**src/rtl/hdr_cfg_writer_pkg.sv**
```systemverilog
// Shared types and geometry for the header config writer.
package hdr_cfg_writer_pkg;

  localparam int ADDR_W    = 6;
  localparam int DATA_W    = 128;
  localparam int SLOTS     = 8;
  localparam int BEATS     = 4;
  localparam int ERR_CNT_W = 16;

  typedef enum logic [1:0] {
    IDLE_S = 2'd0,
    WR_S   = 2'd1,
    DONE_S = 2'd2,
    DROP_S = 2'd3
  } state_t;

  // RAM word address: {bank, slot, beat} == bank*32 + slot*4 + beat
  function automatic logic [ADDR_W-1:0] mk_addr(input logic bank,
                                                input logic [2:0] slot,
                                                input logic [1:0] beat);
    return {bank, slot, beat};
  endfunction

endpackage

```
**src/rtl/hwm_err_counter.sv**
```systemverilog
// Saturating malformed-header counter.
module hwm_err_counter
  import hdr_cfg_writer_pkg::*;
(
  input  logic                 clk,
  input  logic                 rst_n,
  input  logic                 inc,
  output logic [ERR_CNT_W-1:0] cnt
);

  // Count up on inc, stick at all-ones.
  always_ff @(posedge clk or negedge rst_n) begin
    if (!rst_n)                  cnt <= '0;
    else if (inc && (cnt != '1)) cnt <= cnt + ERR_CNT_W'(1);
  end

endmodule

```
**src/rtl/hdr_cfg_writer.sv**
```systemverilog
// Writes 4-beat headers into the inactive bank of PKT_HDR_RAM and tracks
// which slots hold a committed header.
module hdr_cfg_writer
  import hdr_cfg_writer_pkg::*;
(
  input  logic              clk,
  input  logic              rst_n,
  input  logic              in_hwm_addr_shift,
  input  logic              in_hwm_hdr_valid,
  input  logic              in_hwm_hdr_sop,
  input  logic              in_hwm_hdr_eop,
  input  logic [2:0]        in_hwm_hdr_slot,
  input  logic [DATA_W-1:0] in_hwm_hdr_data,
  output logic              out_hwm_hdr_ready,
  output logic              out_hwm_pkt_hdr_wr,
  output logic [ADDR_W-1:0] out_hwm_pkt_hdr_addr,
  output logic [DATA_W-1:0] out_hwm_pkt_hdr,
  output logic              out_hwm_slot_done,
  output logic [2:0]        out_hwm_slot_id,
  output logic [SLOTS-1:0]  out_hwm_slot_vld0,
  output logic [SLOTS-1:0]  out_hwm_slot_vld1,
  input  logic              in_hwm_vld_clr,
  output logic [15:0]       out_hwm_err_cnt
);

  state_t            state, state_nx;
  logic [1:0]        beat, beat_nx;
  logic              bank, bank_nx;
  logic [2:0]        slot, slot_nx;
  logic              acc, wr_nx, err_inc;
  logic [ADDR_W-1:0] addr_nx;
  logic [SLOTS-1:0]  set_mask;

  assign acc      = in_hwm_hdr_valid && out_hwm_hdr_ready;
  assign set_mask = (state == DONE_S) ? (SLOTS'(1) << slot) : '0;

  // Next-state, write strobe and error decode.
  always_comb begin
    state_nx = state;
    beat_nx  = beat;
    bank_nx  = bank;
    slot_nx  = slot;
    wr_nx    = 1'b0;
    addr_nx  = '0;
    err_inc  = 1'b0;
    case (state)
      IDLE_S: if (acc) begin
        if (in_hwm_hdr_sop) begin
          bank_nx  = ~in_hwm_addr_shift;
          slot_nx  = in_hwm_hdr_slot;
          wr_nx    = 1'b1;
          addr_nx  = mk_addr(~in_hwm_addr_shift, in_hwm_hdr_slot, 2'd0);
          beat_nx  = 2'd1;
          state_nx = WR_S;
        end else begin
          err_inc = 1'b1;
        end
      end
      WR_S: if (acc) begin
        if (in_hwm_hdr_sop) begin
          // abort current header, this beat restarts a new one
          err_inc  = 1'b1;
          bank_nx  = ~in_hwm_addr_shift;
          slot_nx  = in_hwm_hdr_slot;
          wr_nx    = 1'b1;
          addr_nx  = mk_addr(~in_hwm_addr_shift, in_hwm_hdr_slot, 2'd0);
          beat_nx  = 2'd1;
        end else begin
          wr_nx   = 1'b1;
          addr_nx = mk_addr(bank, slot, beat);
          if (beat == 2'd3) begin
            beat_nx = 2'd0;
            if (in_hwm_hdr_eop) state_nx = DONE_S;
            else begin
              err_inc  = 1'b1;
              state_nx = DROP_S;
            end
          end else if (in_hwm_hdr_eop) begin
            err_inc  = 1'b1;
            beat_nx  = 2'd0;
            state_nx = IDLE_S;
          end else begin
            beat_nx = beat + 2'd1;
          end
        end
      end
      DONE_S: state_nx = IDLE_S;
      DROP_S: if (acc && in_hwm_hdr_eop) state_nx = IDLE_S;
      default: state_nx = IDLE_S;
    endcase
  end

  // All registered state and outputs.
  always_ff @(posedge clk or negedge rst_n) begin
    if (!rst_n) begin
      state                <= IDLE_S;
      beat                 <= 2'd0;
      bank                 <= 1'b0;
      slot                 <= 3'd0;
      out_hwm_hdr_ready    <= 1'b0;
      out_hwm_pkt_hdr_wr   <= 1'b0;
      out_hwm_pkt_hdr_addr <= '0;
      out_hwm_pkt_hdr      <= '0;
      out_hwm_slot_done    <= 1'b0;
      out_hwm_slot_id      <= 3'd0;
      out_hwm_slot_vld0    <= '0;
      out_hwm_slot_vld1    <= '0;
    end else begin
      state              <= state_nx;
      beat               <= beat_nx;
      bank               <= bank_nx;
      slot               <= slot_nx;
      out_hwm_hdr_ready  <= (state_nx != DONE_S);
      out_hwm_pkt_hdr_wr <= wr_nx;
      if (wr_nx) begin
        out_hwm_pkt_hdr_addr <= addr_nx;
        out_hwm_pkt_hdr      <= in_hwm_hdr_data;
      end
      out_hwm_slot_done <= (state_nx == DONE_S);
      if (state_nx == DONE_S) out_hwm_slot_id <= slot_nx;
      // a commit in the same cycle as a clear keeps its own bit
      out_hwm_slot_vld0 <= (in_hwm_vld_clr ? '0 : out_hwm_slot_vld0) | (bank ? '0 : set_mask);
      out_hwm_slot_vld1 <= (in_hwm_vld_clr ? '0 : out_hwm_slot_vld1) | (bank ? set_mask : '0);
    end
  end

  hwm_err_counter u_err (
    .clk   (clk),
    .rst_n (rst_n),
    .inc   (err_inc),
    .cnt   (out_hwm_err_cnt)
  );

endmodule

```
**config.mk**
```make
export PLATFORM = sky130hd
export DESIGN_NAME = hdr_cfg_writer
export DESIGN_NICKNAME = d
export VERILOG_FILES = /design/src/rtl/hdr_cfg_writer_pkg.sv /design/src/rtl/hwm_err_counter.sv /design/src/rtl/hdr_cfg_writer.sv
export SDC_FILE = /design/constraint.sdc
export NUM_CORES = 1
export LEC_CHECK = 0
export BUFFER_PORTS_ARGS = -buffer_cell sky130_fd_sc_hd__buf_2
export CAP_MARGIN = 20
export CORE_ASPECT_RATIO = 1.5
export CORE_MARGIN = 3
export CORE_UTILIZATION = 43
export DETAILED_ROUTE_END_ITERATION = 6
export GPL_TIMING_DRIVEN = 0
export PLACE_DENSITY_LB_ADDON = 0.12
export SETUP_SLACK_MARGIN = 0.05
export SLEW_MARGIN = 20
export SYNTH_ARGS = -nofsm -noshare
export SYNTH_HDL_FRONTEND = slang
export SYNTH_SLANG_ARGS = --single-unit
```
**constraint.sdc**
```tcl
create_clock -name clk -period 1.7 [get_ports clk]
set_input_delay 0.255 -clock clk [delete_from_list [all_inputs] [get_ports clk]]
set_output_delay 0.255 -clock clk [all_outputs]
set_load 0.01 [all_outputs]
```
==> results of run 1 <==
==> power by group through the flow <==
stage          clock (W)  combinational (W)  sequential [W]
2_1_floorplan          0           0.000913         0.00567
3_3_place_gp           0            0.00239         0.00538
3_5_place_dp           0            0.00244         0.00539
4_1_cts          0.00379            0.00256         0.00532
5_1_grt          0.00397            0.00285         0.00541
6_report         0.00368            0.00253         0.00532
==> critical path: cells and delay by family (launching register included) <==
family          cells  cell delay, ns
compound gates      2            0.59
flops               1            0.39
xor+xnor            2            0.33
fa+ha+maj           1            0.20
buf+inv             1            0.15
simple gates        1            0.09
==> worst paths after layout <==
| path | from | to | slack, ns | cells past startpoint |
|---|---|---|---|---|
| worst max-delay path | beat[1] | u_err.cnt[11] | -0.12 | 7 |
| worst min-delay path | in_hwm_hdr_data[73] | out_hwm_pkt_hdr[73] | 0.02 | 3 |
| worst max register to register | beat[1] | u_err.cnt[11] | -0.12 | 7 |
| worst min register to register | out_hwm_pkt_hdr[14] | out_hwm_pkt_hdr[14] | 0.47 | 2 |
| max in group asynchronous | rst_n | out_hwm_pkt_hdr[101] | 0.37 | 3 |
| min in group asynchronous | rst_n | out_hwm_pkt_hdr[67] | 0.41 | 2 |
==> registers in the layout, summed over array words and instances (netlist names) <==
register and count:
bank 1, beat 2, out_hwm_hdr_ready 1, out_hwm_pkt_hdr 128, out_hwm_pkt_hdr_addr 6, out_hwm_pkt_hdr_wr 1
out_hwm_slot_done 1, out_hwm_slot_id 3, out_hwm_slot_vld0 8, out_hwm_slot_vld1 8, slot 3, state 2
u_err.cnt 16
==> final cells by class <==
cell class | count | share of cell area
buffer | 36 | 0.0227
inverter | 22 | 0.00848
antenna | 2 | 0.000514
sequential | 180 | 0.463
multi-input combinational | 512 | 0.239
timing repair buffer | 330 | 0.183
clock inverter | 13 | 0.0126
clock buffer | 19 | 0.0445
tap | 203 | 0.0261
==> what timing repair did <==
action	in CTS	in global routing
hold buffers	17	0
pin swaps	4	1
resized for setup	37	26
cloned	1	0
setup buffers	4	0
endpoints found under the hold margin	100	0
setup endpoints to repair	150	148
==> through the flow <==
step | power (W) | instance area (um^2) | std cells
3_3_place_gp | 0.00778 | 8810 | 1260
4_1_cts | 0.0117 | 9700 | 1315
2_1_floorplan | 0.00659 | 7020 | 750
6_report | 0.0115 | 9740 | 1317
5_1_grt | 0.0122 | 9740 | 1317
3_5_place_dp | 0.00784 | 8850 | 1261
==> cell usage after synthesis <==
cell type / number / share of area
nand2_1: 402 / 0.22
or3_1: 2 / 0.0018
buf_6: 1 / 0.0016
buf_1: 5 / 0.0027
and2_1: 1 / 0.00089
a21oi_1: 2 / 0.0014
dfrtp_1: 180 / 0.64
a22o_1: 2 / 0.0025
xor2_1: 2 / 0.0025
a22oi_1: 1 / 0.0011
nand4_1: 6 / 0.0054
a2bb2oi_1: 1 / 0.0013
a31oi_2: 1 / 0.0018
a311oi_2: 1 / 0.0021
nand3_1: 10 / 0.0071
o21ai_0: 2 / 0.0014
nor2b_1: 4 / 0.0036
nand4b_1: 1 / 0.0013
and3_1: 4 / 0.0036
clkbuf_1: 27 / 0.014
inv_1: 22 / 0.012
o22ai_1: 20 / 0.018
or3_2: 1 / 0.0011
nand3b_1: 1 / 0.0011
nor2_1: 16 / 0.0086
a32o_1: 1 / 0.0014
buf_2: 2 / 0.0014
ha_1: 3 / 0.0054
a31oi_1: 3 / 0.0027
buf_4: 1 / 0.0011
o21ai_1: 1 / 0.00071
mux2_2: 7 / 0.011
a311o_1: 1 / 0.0014
xnor2_1: 14 / 0.018
nand2b_1: 1 / 0.00089
nor3_1: 1 / 0.00071
==> layer usage <==
metal  wire length (um)  share of wire  vias up  track usage
met5                  0              0        -            0
met4                661          0.033        0        0.104
met3               1440          0.072       40       0.0549
met2              10200           0.51      232        0.384
met1               7600           0.38     2838        0.266
li1                   -              -     3050            -
==> logic make-up after synthesis <==
kind of cell             share of synthesized area
buffers and inverters                       0.0331
XOR/XNOR                                    0.0200
flip-flops                                   0.643
adder cells (fa/ha/maj)                    0.00536
AO/OA/AOI/OAI                               0.0357
multiplexers                                0.0113
AND/OR/NAND/NOR                              0.251
==> impl_metrics.yaml, run 1 <==
placed_design:
  port_buffers: 307
  dp_hpwl_um: 14800
  routabilityCongestion: 0.831
  dpl_worst_slack_ns: -0.548
power_and_ir_drop:
  pwr-share-seq: 0.461
  ir_drop_v: 0.000635
  power_switching_w: 0.00361
  swShare: 0.313
  pwr-share-clk: 0.319
  p_leak_nw: 5.48
  p_comb_frac: 0.219
  p_per_area_nw_per_um2: 1180
  internal_power_w: 0.00792
finish:
  final_nets: 1240
  area_growth_pct: 39.1
  fillers: 1438
  multi_input_area_um2: 2330
  layout_common_cells: "nand2_1 (401), buf_2 (312), dfrtp_1 (177), inv_1 (22), o22ai_1 (20)"
  seq_area_um2: 4510
  final_common_cell: "nand2_1"
  post-route-util: 0.615
  drive_gt1_frac: 0.351
timing:
  setup_tns_ns: -1.37
  fin_skew_ns: 0.0148
  setup_viol: 15
  hold_ws_ns: 0.0181
  fmax_mhz: 551
  post-route-period-util: 1.07
  slew_viol_final: 0
  finalCriticalPeriod_ns: 1.82
  rsz0062_at_grt: "yes"
  final_hold_viol_count: 0
  tightestPinTransition_ns: 0.638
  maxSlewHeadroom: 0.575
  fin_ws_ns: -0.115
critical_path:
  critPathMaxStageDelay_ns: 0.39
  crit_fanout: 5
  crit_type: "reg2reg"
  cpMostUsedCell: "xnor2_1"
  start_kind: "flip-flop"
  worstPathArrival_ns: 2.16
  cpMaxStageDelayCell: "dfrtp_1"
  crit_chain: "ha_2 > xnor2_1 > a311o_1 > a31oi_4 > buf_6 > nand4_1 > xnor2_1"
  setup.worst_path.end_class: "flip-flop"
  cp.required_ns: 2.05
floorplanning:
  rows: 56
  fp.dieArea_um2: 17900
  die_y_um: 162
  start_util: 0.442
  die_w_um: 110
  core_region_area_um2: 15800
  pin_count: 310
clock_tree:
  cts.clk_slew.worst_paths_ns: 0.08
  htreeDepth: 4
  clock_path_buffers: 2
  numCtsBuffers: 17
  clock_latency_ns: 0.43
  clkSinkCount: 180
  cts_tree: "yes"
  cts_root_buf: "clkbuf_16"
routing:
  wire_per_inst_um: 15.1
  ant_nets: 0
  viasPerCell: 4.68
  vias: 6160
  drcViolationCount: 0
  drt_iter0_markers: 331
  routed_wl_um: 19900
  firstDrtPassIters: 4
job:
  maxCapViolCount: 0
synth:
  syn-num-nets: 891
  syn_area_um2: 7000
  ys_seq_area_frac: 0.643
  yosys_warnings: 0
  yosys_register_bits: 180
  avgSynthCellArea_um2: 9.34
  synthDistinctLibCells: 36
  synth_cells: 750
global_route:
  grtUsageTotal: 0.226
  grt_pass1_wl_um: 31200
  grt_pass1_vias: 6142
  grt_overflow: 0
  grt_max_degree: 97
  antenna_found_initial: 2
run_status:
  violations: "setup timing"
  status: "complete, but fails checks"
worst_hold_path:
  hold_class: "in2reg"
(Power assumes the default switching activity.)
==> inputs of run 2 (changes only) <==
- CORE_UTILIZATION: 43 -> 44
- CTS_BUF_LIST: not set -> sky130_fd_sc_hd__clkbuf_2
==> impl_metrics.yaml, run 2 (synthesis gave the netlist of run 1 again) <==
placed_design:
  dp_cells: 1258
  dp_hpwl_um: 14900
  placed_area_um2: 8870
  dpl_worst_slack_ns: -0.542
  port_buffers: 307
  routabilityCongestion: 0.810
power_and_ir_drop:
  ir_drop_v: 0.000930
  p_leak_nw: 6.21
  p_per_area_nw_per_um2: 940
clock_tree:
  cts_tree: "yes"
  cts_root_buf: "clkbuf_2"
  numCtsBuffers: 17
  clock_path_buffers: 2
  clock_latency_ns: 0.72
  clkSinkCount: 180
  cts.clk_slew.worst_paths_ns: 0.29
  htreeDepth: 4
critical_path:
  cpMaxStageDelayCell: "dfrtp_1"
  cpLargestDelayFamily: "compound AO/OA/AOI/OAI gates"
  critPathMaxStageDelay_ns: 0.45
  crit_type: "reg2reg"
  setup.worst_path.end_class: "flip-flop"
  cp_num_buf_inv: 0
  worstPathArrival_ns: 2.56
  cp.required_ns: 2.38
  start_kind: "flip-flop"
  cpMostUsedCell: "xnor2_1"
  crit_chain: "ha_2 > xnor2_1 > a311o_1 > a311oi_2 > nand3_1 > xnor2_1"
  crit_fanout: 4
finish:
  drive_gt1_frac: 0.356
  largest-register: "out_hwm_pkt_hdr"
  final_common_cell: "nand2_1"
  layout.cells.non_filler: 1485
  largest_reg_flops: 128
  final_nets: 1413
  multi_input_area_um2: 2390
  final_area_um2: 11300
  seq_area_um2: 4510
  layout_common_cells: "nand2_1 (400), buf_2 (279), dfrtp_1 (175), dlygate4sd3_1 (137), buf_4 (58)"
  area_growth_pct: 61.2
  reg_top3: "out_hwm_pkt_hdr (128), u_err.cnt (16)"
  fillers: 1102
routing:
  wire_per_inst_um: 15.7
  drt_iter0_markers: 367
  viasPerCell: 4.74
  ant_nets: 0
  vias: 7034
  routed_wl_um: 23300
  firstDrtPassIters: 4
  drcViolationCount: 0
job:
  maxCapViolCount: 0
timing:
  hold_ws_ns: 0.0554
  setup_tns_ns: -1.85
  slew_viol_final: 0
  finalCriticalPeriod_ns: 1.88
  setup_viol: 16
  final_hold_viol_count: 0
  maxSlewHeadroom: 0.658
  fin_ws_ns: -0.177
  rsz0062_at_grt: "yes"
  tightestPinTransition_ns: 0.511
  fin_skew_ns: 0.0483
  fmax_mhz: 533
  post-route-period-util: 1.10
floorplanning:
  die_w_um: 109
  fp.dieArea_um2: 17500
  pin_count: 310
  start_util: 0.456
  die_y_um: 161
  core_region_area_um2: 15300
  rows: 55
worst_hold_path:
  hold_class: "in2async"
run_status:
  violations: "setup timing"
  status: "complete, but fails checks"
global_route:
  grt_overflow: 0
  grtUsageTotal: 0.254
  top_usage_layer: "met2"
  grtUsageMet3: 0.0575
  grt_pass1_wl_um: 35000
  grt_max_degree: 97
  grt_pass1_vias: 7017
  met1_usage: 0.280
  antenna_found_initial: 1
  grtUsageMet2: 0.458
## run 2: changes by cell type in the layout (fill, tap and decap cells not counted), sizes merged
cell / delta
clkbuf: -2
dlygate4sd3: +120
clkinv: -1
buf: +55
diode: -1
inv: +1
## run 2: area by class of cell
cell class              count  share of cell area
repair buffers            503               0.321
multi-input cells         512               0.212
flip-flops and latches    180               0.400
clock inverters            13              0.0104
well taps                 199              0.0221
clock buffers              19             0.00842
diodes                      1            0.000222
plain buffers              36              0.0194
inverters                  22             0.00732
## run 2: path summary, 6_finish.rpt
check	start	endpoint	slack, ns	cells past startpoint
worst min register to register	out_hwm_pkt_hdr[42]	out_hwm_pkt_hdr[42]	0.50	2
min in group clk	in_hwm_hdr_data[14]	out_hwm_pkt_hdr[14]	0.23	4
worst min-delay path	rst_n	out_hwm_pkt_hdr[124]	0.06	3
max in group asynchronous	rst_n	out_hwm_pkt_hdr[38]	0.82	4
worst max-delay path	beat[1]	u_err.cnt[12]	-0.18	6
worst max register to register	beat[1]	u_err.cnt[12]	-0.18	6
## run 2: per-stage QoR
step,util,power [W]
final,0.736,0.0106
after global placement,0.574,0.00777
after global routing,0.736,0.0112
after CTS,0.697,0.0103
after detailed placement,0.578,0.00784
after floorplan,-,0.00659
## run 2: repair_timing
| item | 4_1_cts | 5_1_grt |
|---|---|---|
| hold buffers | 137 | 0 |
| endpoints found under the setup margin | 161 | 224 |
| cloned | 1 | 0 |
| gates resized for setup | 40 | 74 |
| pin swaps | 2 | 5 |
| endpoints found under the hold margin | 325 | 0 |
| setup buffers | 18 | 38 |
## run 2: metal layers
| layer | wire (um) | vias to the layer above |
|---|---|---|
| met5 | 0 | - |
| met4 | 868 | 0 |
| met3 | 1610 | 56 |
| met2 | 12300 | 276 |
| met1 | 8480 | 3314 |
| li1 | - | 3388 |
## run 2: worst min-delay path, stage by stage
cell           delay [ns]
dlygate4sd3_1        0.56
buf_8                0.11
buf_16               0.34
## run 2: power breakdown
group          internal [W]  switching, W
Combinational       0.00157       0.00165
Sequential          0.00492      0.000429
Clock              0.000454       0.00159
